$ cat config.mk
export PLATFORM = sky130hd
export DESIGN_NAME = vector_arb
export DESIGN_NICKNAME = d
export VERILOG_FILES = /design/src/rtl/vector_pkg.sv /design/src/rtl/vector_slice.sv /design/src/rtl/vector_arb.sv
export SDC_FILE = /design/constraint.sdc
export NUM_CORES = 1
export LEC_CHECK = 0
export CAP_MARGIN = 20
export CORE_ASPECT_RATIO = 0.75
export CORE_MARGIN = 1
export CORE_UTILIZATION = 51
export DETAILED_ROUTE_END_ITERATION = 6
export PLACE_DENSITY = 0.95
export RECOVER_POWER = 25
export SYNTH_ARGS = -nofsm -noshare
export SYNTH_HDL_FRONTEND = slang
export SYNTH_SLANG_ARGS = --single-unit
$ cat constraint.sdc
create_clock -name clk -period 4.4 [get_ports clk]
set_input_delay 0.88 -clock clk [delete_from_list [all_inputs] [get_ports clk]]
set_output_delay 0.88 -clock clk [all_outputs]
set_load 0.03 [all_outputs]
$ cat src/rtl/vector_pkg.sv
// Shared types and widths for the vector_arb slice/concat datapath.
package vector_pkg;

   localparam int I0_W = 4;
   localparam int I1_W = 5;
   localparam int O_W  = 5;

   typedef enum logic [1:0] {
      OP_TRUNC = 2'd0,
      OP_ZEXT  = 2'd1,
      OP_MID   = 2'd2,
      OP_CAT   = 2'd3
   } op_e;

   typedef struct packed {
      logic [O_W-1:0] data;
      logic           tag;
      op_e            op;
   } fifo_entry_t;

endpackage

$ cat src/rtl/vector_slice.sv
// Combinational slice unit: truncate, zero-extend, mid-slice or concatenate
// the two operands into a 5-bit result.
module vector_slice
   import vector_pkg::*;
(
   input  logic [1:0]      op,
   input  logic [I0_W-1:0] i0,
   input  logic [I1_W-1:0] i1,
   output logic [O_W-1:0]  result
);

   always_comb begin
      result = '0;
      case (op_e'(op))
         OP_TRUNC: result = {2'b00, i0[2:0]};
         OP_ZEXT:  result = {1'b0, i0};
         OP_MID:   result = {2'b00, i1[3:1]};
         OP_CAT:   result = {i0[2:0], i1[3:2]};
         default:  result = '0;
      endcase
   end

endmodule

$ cat src/rtl/vector_arb.sv
// Two-requester arbiter feeding the shared slice unit and a tagged result FIFO.
// Optional grant statistics are built when VECTOR_ARB_STATS_EN is defined.
module vector_arb
   import vector_pkg::*;
#(
   parameter int OUT_DEPTH  = 2,
   parameter int PRIO_FIXED = 0
) (
   input  logic                         clk,
   input  logic                         rst,
   input  logic                         r0_valid,
   output logic                         r0_ready,
   input  logic [1:0]                   r0_op,
   input  logic [I0_W-1:0]              r0_i0,
   input  logic [I1_W-1:0]              r0_i1,
   input  logic                         r1_valid,
   output logic                         r1_ready,
   input  logic [1:0]                   r1_op,
   input  logic [I0_W-1:0]              r1_i0,
   input  logic [I1_W-1:0]              r1_i1,
   output logic                         o_valid,
   input  logic                         o_ready,
   output logic [O_W-1:0]               o_data,
   output logic                         o_tag,
   output logic [1:0]                   o_op,
`ifdef VECTOR_ARB_STATS_EN
   input  logic                         stat_clr,
   output logic [15:0]                  stat_g0,
   output logic [15:0]                  stat_g1,
`endif
   output logic [$clog2(OUT_DEPTH):0]   o_count
);

   localparam int AW = $clog2(OUT_DEPTH);

   logic [AW-1:0] rd_ptr_reg, wr_ptr_reg;
   logic [AW:0]   count_reg;
   logic          last_reg;
   fifo_entry_t   hold_reg;
   fifo_entry_t   mem [OUT_DEPTH];
   fifo_entry_t   head;

   logic [1:0]      gnt;
   logic            full, push, pop, sel;
   logic [1:0]      op_sel;
   logic [I0_W-1:0] i0_sel;
   logic [I1_W-1:0] i1_sel;
   logic [O_W-1:0]  slice_res;

   // Full is judged on the registered count only, so a same-cycle pop never frees a slot.
   assign full = (count_reg == (AW+1)'(OUT_DEPTH));

   always_comb begin
      gnt = 2'b00;
      if (!rst && !full) begin
         if (PRIO_FIXED != 0) begin
            if (r0_valid)      gnt = 2'b01;
            else if (r1_valid) gnt = 2'b10;
         end else if (r0_valid && r1_valid) begin
            gnt = last_reg ? 2'b01 : 2'b10;
         end else begin
            gnt = {r1_valid, r0_valid};
         end
      end
   end

   assign r0_ready = gnt[0];
   assign r1_ready = gnt[1];
   assign push     = |gnt;
   assign sel      = gnt[1];
   assign pop      = o_valid && o_ready;
   assign op_sel   = sel ? r1_op : r0_op;
   assign i0_sel   = sel ? r1_i0 : r0_i0;
   assign i1_sel   = sel ? r1_i1 : r0_i1;

   vector_slice u_slice (
      .op     (op_sel),
      .i0     (i0_sel),
      .i1     (i1_sel),
      .result (slice_res)
   );

   always_ff @(posedge clk) begin
      if (push) begin
         mem[wr_ptr_reg] <= '{data: slice_res, tag: sel, op: op_e'(op_sel)};
      end
   end

   always_ff @(posedge clk or posedge rst) begin
      if (rst) begin
         rd_ptr_reg <= '0;
         wr_ptr_reg <= '0;
         count_reg  <= '0;
         last_reg   <= 1'b1;
         hold_reg   <= '0;
      end else begin
         if (push) wr_ptr_reg <= wr_ptr_reg + 1'b1;
         if (pop) begin
            rd_ptr_reg <= rd_ptr_reg + 1'b1;
            hold_reg   <= mem[rd_ptr_reg];
         end
         if (push && !pop)      count_reg <= count_reg + 1'b1;
         else if (!push && pop) count_reg <= count_reg - 1'b1;
         if (push && PRIO_FIXED == 0) last_reg <= sel;
      end
   end

   // While empty, keep presenting the most recently popped entry.
   assign o_valid = (count_reg != '0);
   assign head    = o_valid ? mem[rd_ptr_reg] : hold_reg;
   assign o_data  = head.data;
   assign o_tag   = head.tag;
   assign o_op    = head.op;
   assign o_count = count_reg;

`ifdef VECTOR_ARB_STATS_EN
   logic [15:0] stat_cnt [2];

   for (genvar gi = 0; gi < 2; gi++) begin : g_stat
      logic [15:0] cnt_reg;

      always_ff @(posedge clk or posedge rst) begin
         if (rst)                                    cnt_reg <= '0;
         else if (stat_clr)                          cnt_reg <= '0;
         else if (gnt[gi] && cnt_reg != 16'hFFFF)    cnt_reg <= cnt_reg + 1'b1;
      end

      assign stat_cnt[gi] = cnt_reg;
   end

   assign stat_g0 = stat_cnt[0];
   assign stat_g1 = stat_cnt[1];
`endif

endmodule
==> qor.yml, run 1 <==
run_status: "complete, but fails checks"
failed_checks: "max-capacitance violations, max-slew violations"
rows: 16
finalSetupViolations: 0
holdCritPathClass: "flip-flop to flip-flop"
timing.rr.end: "o_count[1]"
synthAdderAreaFrac_pct: 0.856
cts_buffers: 5
yosys.area_share.simple_pct: 9.25
maxCapViolations: 1
die_width_um: 63.8
seq_area_frac_synth_pct: 55.2
synthToLayoutAreaGrowth_pct: 31.4
cp-startpoint: "r1_valid"
tightest_slew_ns: 1.60
gp_congestion: 0.705
synth-main-ff-cell: "edfxtp_1"
critical_path_class: "input port to output port"
hpwl_mm: 2.24
wire_per_inst_um: 14.1
cts_max_level: 2
netSwitchingPower_uw: 512
fp.dieH_um: 48.4
synth_fp_nets: 161
synth_area_per_cell_um2: 11.0
pin_count: 40
min_period_over_period_pct: 86.7
synth-xor-area-share_pct: 3.00
critical_path.top_delay_family: "buffers and inverters"
ctsResizeCount: 0
final_nets: 196
r2r_cells: 5
pwr-share-seq_pct: 35.9
synth_edf_count: 16
ir_drop_uv: 227
crit_path_max_fanout: 10
switching_share_pct: 39.6
synth_seq_cells: 29
synthMuxAreaShare_pct: 16.4
dr.pass1.iters: 4
crit_end: "r1_ready"
cts_sinks: 29
ant_nets: 0
clock-root-buffer: "clkbuf_8"
clk_latency_ns: 0.28
start_kind: "input port"
grtUsageTotal_pct: 21.9
grt_pass1_vias: 1099
post_cts_buffers: 0
synth_area_um2: 1460
slew-limit-headroom_pct: -7.64
grt_max_degree: 19
critical_path_arrival_ns: 2.93
ctsHoldBuffers: 0
rrSetupSlack_ns: 1.78
rsz0062_at_grt: "no"
tns_ns: 0
antenna_found_initial: 0
drive_gt1_share_pct: 10.1
crit_cells: 5
internal-power_uw: 779
finClkSkew_ns: 0.00429
final_util_pct: 72.1
start_util_pct: 54.9
cts_tree: "done"
clock.fmax_ghz: 0.262
hold_depth: 2
cp.required_ns: 3.52
synth_cell_type_count: 24
p_per_area_nw_per_um2: 672
crit_path_end_kind: "output port"
grt_first_pass_wirelength_mm: 4.96
finalWirelength_mm: 2.88
synth-compound-area-share_pct: 11.7
vias: 1092
clk_pin_slew_ns: 0.06
largest_reg_flops: 16
fill_cells: 203
p_leak_uw: 0.000767
yosysMostFrequentCell: "nor2_1"
yosysWarnings: 0
fin_crit_ns: 3.81
crit_slowest_cell: "clkdlybuf4s50_1"
diodes: 0
cp_slowest_stage_delay_ns: 0.77
synth_top_area_share_pct: 32.9
pwr-share-comb_pct: 47.3
timing.rr.start: "o_count[0]"
synthCells: 133
crit_top_cell: "clkdlybuf4s50_1"
power_frac_clock_pct: 16.8
hold_violations: 0
drc: 0
async_reset_ff_share_pct: 44.8
viasPerCell: 5.33
synth_top_family_by_area: "multiplexers"
synth_area_leader_cell: "edfxtp_1"
path_buf_inv: 4
maxSlewViolCount: 19
grt-ovfl-total: 0
dieArea_um2: 3090
synthTopCellsByArea: "edfxtp_1, dfrtp_1, mux2i_1"
path_cells: "clkdlybuf4s50_1, inv_1, a2111oi_4, clkbuf_1, clkdlybuf4s50_1"
drt_iter0_drc: 34
clockBufferDepth: 2
port_buffers: 35
core_area_um2: 2660
synth_common_cells: "nor2_1, edfxtp_1, mux2i_1"
-- through the flow --
| step | setup WS (ns) | cells | hold slack (ns) | power (uW) | instance area (um2) |
|---|---|---|---|---|---|
| after floorplan | 1.44 | 133 | 0.451 | 855 | 1460 |
| after global placement | 0.862 | 197 | 0.462 | 1050 | 1830 |
| after detailed placement | 0.846 | 197 | 0.471 | 1080 | 1830 |
| after CTS | 0.834 | 205 | 0.484 | 1300 | 1920 |
| after global routing | 0.436 | 205 | 0.513 | 1370 | 1920 |
| final | 0.586 | 205 | 0.481 | 1290 | 1920 |
-- layout make-up --
class                           instances  area (um2)  share of cell area (%)
Sequential cell                        29         807                    42.0
Timing Repair Buffer                   36         354                    18.4
Inverter                                6        22.5                    1.17
Clock buffer                            8        90.1                    4.69
Multi-Input combinational cell         90         602                    31.3
Tap cell                               36        45.0                    2.35
-- worst register-to-register path, cell delays in order (launching register included) --
cell	delay, ns
dfrtp_1	0.47
o21ai_0	1.25
ha_1	0.37
xor2_1	0.20
nor2_1	0.08
xnor2_1	0.13
-- metal layers --
metal	vias to the layer above	global-route usage, %	routed length (um)
li1	537	-	-
met1	504	24.8	1210
met2	42	37.2	1450
met3	9	6.84	155
met4	0	11.0	66
met5	-	0	0
-- how the worst min path moves through the flow --
stage                 from     endpoint  slack [ns]
2_1_floorplan  hold_reg[0]  hold_reg[0]        0.45
5_1_grt        hold_reg[0]  hold_reg[0]        0.51
6_report       hold_reg[0]  hold_reg[0]        0.48
3_3_place_gp   hold_reg[3]  hold_reg[3]        0.46
3_5_place_dp   hold_reg[0]  hold_reg[0]        0.47
4_1_cts        hold_reg[0]  hold_reg[0]        0.48
-- power by group through the flow --
stage          clock network [uW]  registers (uW)  logic (uW)
2_1_floorplan                   0             454         401
3_3_place_gp                    0             459         588
6_report                      217             464         610
5_1_grt                       233             475         663
3_5_place_dp                    0             471         613
4_1_cts                       221             465         615
-- cells by family (layout without fill, tap and decap cells) --
logic type      count (synthesis)  count (layout)
compound gates                 28              28
simple gates                   33              33
xor+xnor                        5               5
mux                            23              23
fa+ha+maj                       1               1
buf+inv                        14              50
flops                          29              29
-- placed cells by master (no fill, tap or decap), types with 2 or more instances in the layout --
master / count
inv_1: 6
edfxtp_1: 16
mux2_2: 7
nand3_1: 2
xnor2_1: 4
dfrtp_1: 12
mux2i_1: 16
clkbuf_1: 3
a21oi_1: 14
clkdlybuf4s50_1: 34
clkbuf_8: 6
nand2_1: 10
o21ai_0: 10
nor2_1: 18
Power figures use the tool's default switching activity.
==> inputs of run 2 (changes only) <==
--- a/config.mk
+++ b/config.mk
@@ -5,7 +5,6 @@
 export SDC_FILE = /design/constraint.sdc
 export NUM_CORES = 1
 export LEC_CHECK = 0
-export CAP_MARGIN = 20
 export CORE_ASPECT_RATIO = 0.75
 export CORE_MARGIN = 1
 export CORE_UTILIZATION = 51
==> results of run 2 <==
Same layout as run 1: the final DEF is identical, and so are final timing and power.
==> inputs of run 3 (changes only) <==
--- a/config.mk
+++ b/config.mk
@@ -7,9 +7,9 @@
 export LEC_CHECK = 0
 export CORE_ASPECT_RATIO = 0.75
 export CORE_MARGIN = 1
-export CORE_UTILIZATION = 51
+export CORE_UTILIZATION = 44
 export DETAILED_ROUTE_END_ITERATION = 6
-export PLACE_DENSITY = 0.95
+export PLACE_DENSITY = 0.85
 export RECOVER_POWER = 25
 export SYNTH_ARGS = -nofsm -noshare
 export SYNTH_HDL_FRONTEND = slang
==> run 3 against run 2 <==
Compared with the run above:
- count of clock-buffer cells in the layout is 2 lower
- critical path depth stayed put
- non-clock buffer count stayed put
- die area is 15% higher
- the flow still finishes with violations (max-capacitance violations, max-slew violations)
- worst setup slack worse by 0.045 ns
- routed wire length is 4.4% lower
- sequential cell count stayed put
- first-iteration DRC count is 47% higher
- hold slack hardly changed
==> qor.yml, run 3 (synthesized netlist as in run 1, its figures left out) <==
grt-ovfl-total: 0
path_buf_inv: 4
grt_pass1_vias: 1060
layout_common_cells: "clkdlybuf4s50_1, nor2_1, mux2i_1, edfxtp_1, a21oi_1"
holdCritPathClass: "flip-flop to flip-flop"
start_util_pct: 48.0
clock.fmax_ghz: 0.259
finalWirelength_mm: 2.76
critical_path.top_delay_family: "buffers and inverters"
finalSetupViolations: 0
crit_top_cell: "clkdlybuf4s50_1"
pwr-share-comb_pct: 45.9
port_buffers: 35
maxSlewViolCount: 19
finalPower_uw: 1330
die_width_um: 68.5
switching_share_pct: 38.2
crit_path_max_fanout: 10
pwr-share-seq_pct: 34.6
power_frac_clock_pct: 19.5
cts_buffers: 5
drc: 0
cts_tree: "done"
internal-power_uw: 819
critical_path_arrival_ns: 2.98
finClkSkew_ns: 0.00388
clk_latency_ns: 0.27
netSwitchingPower_uw: 506
fin_crit_ns: 3.86
hpwl_mm: 2.08
failed_checks: "max-capacitance violations, max-slew violations"
path_cells: "clkdlybuf4s50_1, inv_1, a2111oi_4, clkbuf_1, clkdlybuf4s50_1"
drive_gt1_share_pct: 10.7
rsz0062_at_grt: "no"
rows: 17
crit_slowest_cell: "clkdlybuf4s50_1"
clk_pin_slew_ns: 0.06
crit_cells: 5
grt_max_degree: 19
final_nets: 196
antenna_found_initial: 0
critical_path_class: "input port to output port"
post_cts_buffers: 0
cp_slowest_stage_delay_ns: 0.77
tightest_slew_ns: 1.65
timing.rr.start: "o_count[0]"
cp-startpoint: "r1_valid"
grtUsageTotal_pct: 18.4
final_util_pct: 63.8
min_period_over_period_pct: 87.7
core_area_um2: 3040
hold_violations: 0
hold_depth: 2
layout_commonest_cell: "clkdlybuf4s50_1"
largest_reg_flops: 16
diodes: 0
clockBufferDepth: 2
cts_sinks: 29
cp.required_ns: 3.52
dieArea_um2: 3560
ctsResizeCount: 0
start_kind: "input port"
whs_endpoint: "hold_reg[4]"
maxCapViolations: 1
crit_path_end_kind: "output port"
wire_per_inst_um: 13.3
r2r_cells: 5
ir_drop_uv: 250
viasPerCell: 5.27
pin_count: 40
tns_ns: 0
grt_first_pass_wirelength_mm: 4.64
holdCritStartpoint: "hold_reg[4]"
synthToLayoutAreaGrowth_pct: 32.8
run_status: "complete, but fails checks"
gp_congestion: 0.696
clock-root-buffer: "clkbuf_8"
vias: 1091
ant_nets: 0
ctsHoldBuffers: 0
rrSetupSlack_ns: 1.83
drt_iter0_drc: 50
cts_max_level: 2
fp.dieH_um: 51.9
timing.rr.end: "o_count[1]"
slew-limit-headroom_pct: -11.4
fill_cells: 235
p_per_area_nw_per_um2: 683
dr.pass1.iters: 4
p_leak_uw: 0.000777
[run 3: cell types whose count changed in the layout (fill, tap and decap cells not counted)]
cell / previous run / this run
clkbuf_8: 6 / 5
bufinv_16: 0 / 1
clkbuf_1: 3 / 2
clkinv_2: 0 / 1
[run 3: worst max-delay path by stage]
stage                            to  slack [ns]
after global placement     r1_ready        0.85
after global routing       r1_ready        0.40
final                      r1_ready        0.54
after detailed placement   r1_ready        0.83
after floorplan           o_data[3]        1.44
after CTS                  r1_ready        0.82
[run 3: tightest hold or removal path: cells and delay by family (launching register included)]
kind	cells	cell delay, ns
AOI/OAI and AO/OA	1	0.06
DFF	1	0.34
and+or+nand+nor	1	0.04
[run 3: final cells by class]
cell class | instances | area [um2] | share of cell area, %
sequential | 29 | 807 | 41.6
inverter | 6 | 22.5 | 1.16
clock inverter | 2 | 35.0 | 1.81
tap | 38 | 47.5 | 2.45
timing repair buffer | 36 | 354 | 18.2
clock buffer | 6 | 72.6 | 3.74
multi-input combinational | 90 | 602 | 31.0
[run 3: layer usage]
layer / up-vias / share of wire, % / GRT usage [%]
met5: - / 0 / 0
met4: 0 / 1.2 / 7.29
met3: 5 / 6.2 / 4.61
met2: 42 / 46 / 30.7
met1: 503 / 46 / 22.7
li1: 541 / - / -
[run 3: power by group through the flow]
stage | clock network, uW | logic (uW) | registers [uW]
2_1_floorplan | 0 | 401 | 454
3_3_place_gp | 0 | 591 | 459
3_5_place_dp | 0 | 612 | 464
4_1_cts | 264 | 615 | 460
5_1_grt | 275 | 666 | 472
6_report | 258 | 609 | 458
[run 3: stage by stage]
step	instances	cell area, um2	hold slack [ns]	worst slack (ns)
global route	207	1940	0.513	0.405
floorplan	133	1460	0.451	1.44
global placement	199	1840	0.462	0.848
CTS	207	1940	0.484	0.823
finish	207	1940	0.481	0.542
detailed placement	199	1840	0.471	0.833
==> patch, RTL diff (config.mk and constraints of run 2) <==
Add a define of `VECTOR_ARB_STATS_EN`.
--- a/src/rtl/vector_arb.sv
+++ b/src/rtl/vector_arb.sv
@@ -1,4 +1,6 @@
 // Two-requester arbiter feeding the shared slice unit and a tagged result FIFO.
 // Optional grant statistics are built when VECTOR_ARB_STATS_EN is defined.
+`define VECTOR_ARB_STATS_EN
+
 module vector_arb
    import vector_pkg::*;
Ports: changed (added stat_clr, stat_g0 and stat_g1); port bits go from 40 to 73. The function was not compared with the original's and may differ.
==> patch against run 2 <==
- the flow still finishes with violations (capacitance limit, slew limit)
- final cell count is 140% higher
- sequential cell count is 32 higher
- core utilization is 4.0 points lower
- design area is 120% higher
- non-clock buffer count is 38 higher
- worst setup slack better by 120 ps
- fmax is 3.2% higher
- synthesized area is 130% higher
- routed wire length grew to 2.8 times the old value
- total power is 53% higher
- critical endpoint unchanged
- highest routed layer unchanged
==> patch: results (changes against run 2) <==
| Metric | Value |
|---|---|
| Clk pin slew, worst setup/hold paths | `80 ps (+20 ps)` |
| Sequential cell area | `1608 um2 (+99%)` |
| Die area | `6917 um2 (+120%)` |
| Sequential fraction of the synthesis area | `47.88% (-7.3 points)` |
| GPL Wtd Cong | `0.8427 (+19%)` |
| Syn_area_per_cell | `10.05 um2 (-8.5%)` |
| Port bufs | `68 (+94%)` |
| ClkCell Share | `4.477% (-0.21 points)` |
| Layout cells sized above 1 | `10.98% (+0.92 points)` |
| Crit path max fanout | `9 (-1)` |
| Area of the multi-input gates | `1642 um2 (+170%)` |
| Slew Limit Headroom | `-62.36% (-55 points)` |
| Area contributors post-synth | `dfrtp_1 33%, edfxtp_1 14%, mux2_2 4.7%, mux2i_1 4.5%, a21oi_1 4.0%` |
| Pleak | `0.001688 uW (+120%)` |
| Invs w/o clock | `11 (+5)` |
| GRT Util Overall | `25.27% (+3.4 points)` |
| Final cell count without fillers | `491 (+140%)` |
| FFs w/ async S/R, synth | `73.77% (+29 points)` |
| Non-clock buffer share | `16.72% (-1.7 points)` |
| Met2 Use GR | `38.17% (+0.94 points)` |
| Worst-case reg-to-reg path depth | `6 (+1)` |
| Place WS | `760.6 ps (-85.83 ps)` |
| Final worst path period share | `83.99% (-2.7 points)` |
| Most common flop cell mapped by yosys | `dfrtp_1` |
| Clk sinks | `61 (+110%)` |
| Dpl hpwl | `5576 um (+150%)` |
| Sequential Power Share | `39.1% (+3.2 points)` |
| Status | `finished with violations` |
| Maximum vdd drop | `209.0 uV (-7.8%)` |
| Largest net degree at the start of global routing | `47 (+28)` |
| Hold slack | `486.8 ps (+5.726 ps)` |
| Post-synth top area share | `32.79% (-0.090 points)` |
| Failing checks | `capacitance limit, slew limit` |
| Cell area power density | `459.5 nW/um2 (-32%)` |
| DP Cell Count | `475 (+140%)` |
| Clock skew after layout | `9.243 ps (+4.950 ps)` |
| H-tree Lvls | `3 (+1)` |
| Max-Cap Viols | `1 (unchanged)` |
| Top cells by count, synth | `44 x dfrtp_1, 27 x a21oi_1, 27 x nand2_1` |
| Bufs w/o clock | `74 (+110%)` |
| Global-route wire length before repair | `13230 um (+170%)` |
| Clk_lat worst skew | `350 ps (+70 ps)` |
| Total clock buffers created by CTS | `9 (+4)` |
| Multi-input gates | `248 (+180%)` |
| Post-synth cell types | `54 (+130%)` |
| Slew Viols, Final | `47 (+28)` |
| Fill cells | `469 (+130%)` |
| Int Power | `1252 uW (+61%)` |
| Syn_nets | `365 (+130%)` |
| Final #Nets | `436 (+120%)` |
| GR Util met3 | `7.233% (+0.39 points)` |
[patch: cell types whose count changed after synthesis, sizes merged, moves of 7 or more]
cell   change
dfrtp     +32
nand2     +17
nor4      +15
a21oi     +13
nand4     +12
nor2b     +12
or4       +12
o31ai     +11
nand3     +10
nor2       +8
buf        +7
mux2       +7
[patch: cell families after synthesis]
family | count (synthesis) | synth area share [%]
xor+xnor | 4 | 1.043
simple gates | 141 | 23.73
flops | 61 | 47.88
mux | 30 | 9.836
compound gates | 70 | 13.15
buf+inv | 25 | 3.241
fa+ha+maj | 3 | 1.118
[patch: per-layer routing]
layer	part of all wire, %	vias to the layer above
met5	0	-
met4	2.1	0
met3	6.2	17
met2	48	131
met1	44	1438
li1	-	1408
[patch: how the worst min path moves through the flow]
| stage | to | cells after the start |
|---|---|---|
| global route | hold_reg[5] | 2 |
| global placement | hold_reg[5] | 2 |
| floorplan | hold_reg[0] | 2 |
| CTS | hold_reg[2] | 2 |
| detailed placement | hold_reg[2] | 2 |
| finish | hold_reg[5] | 2 |
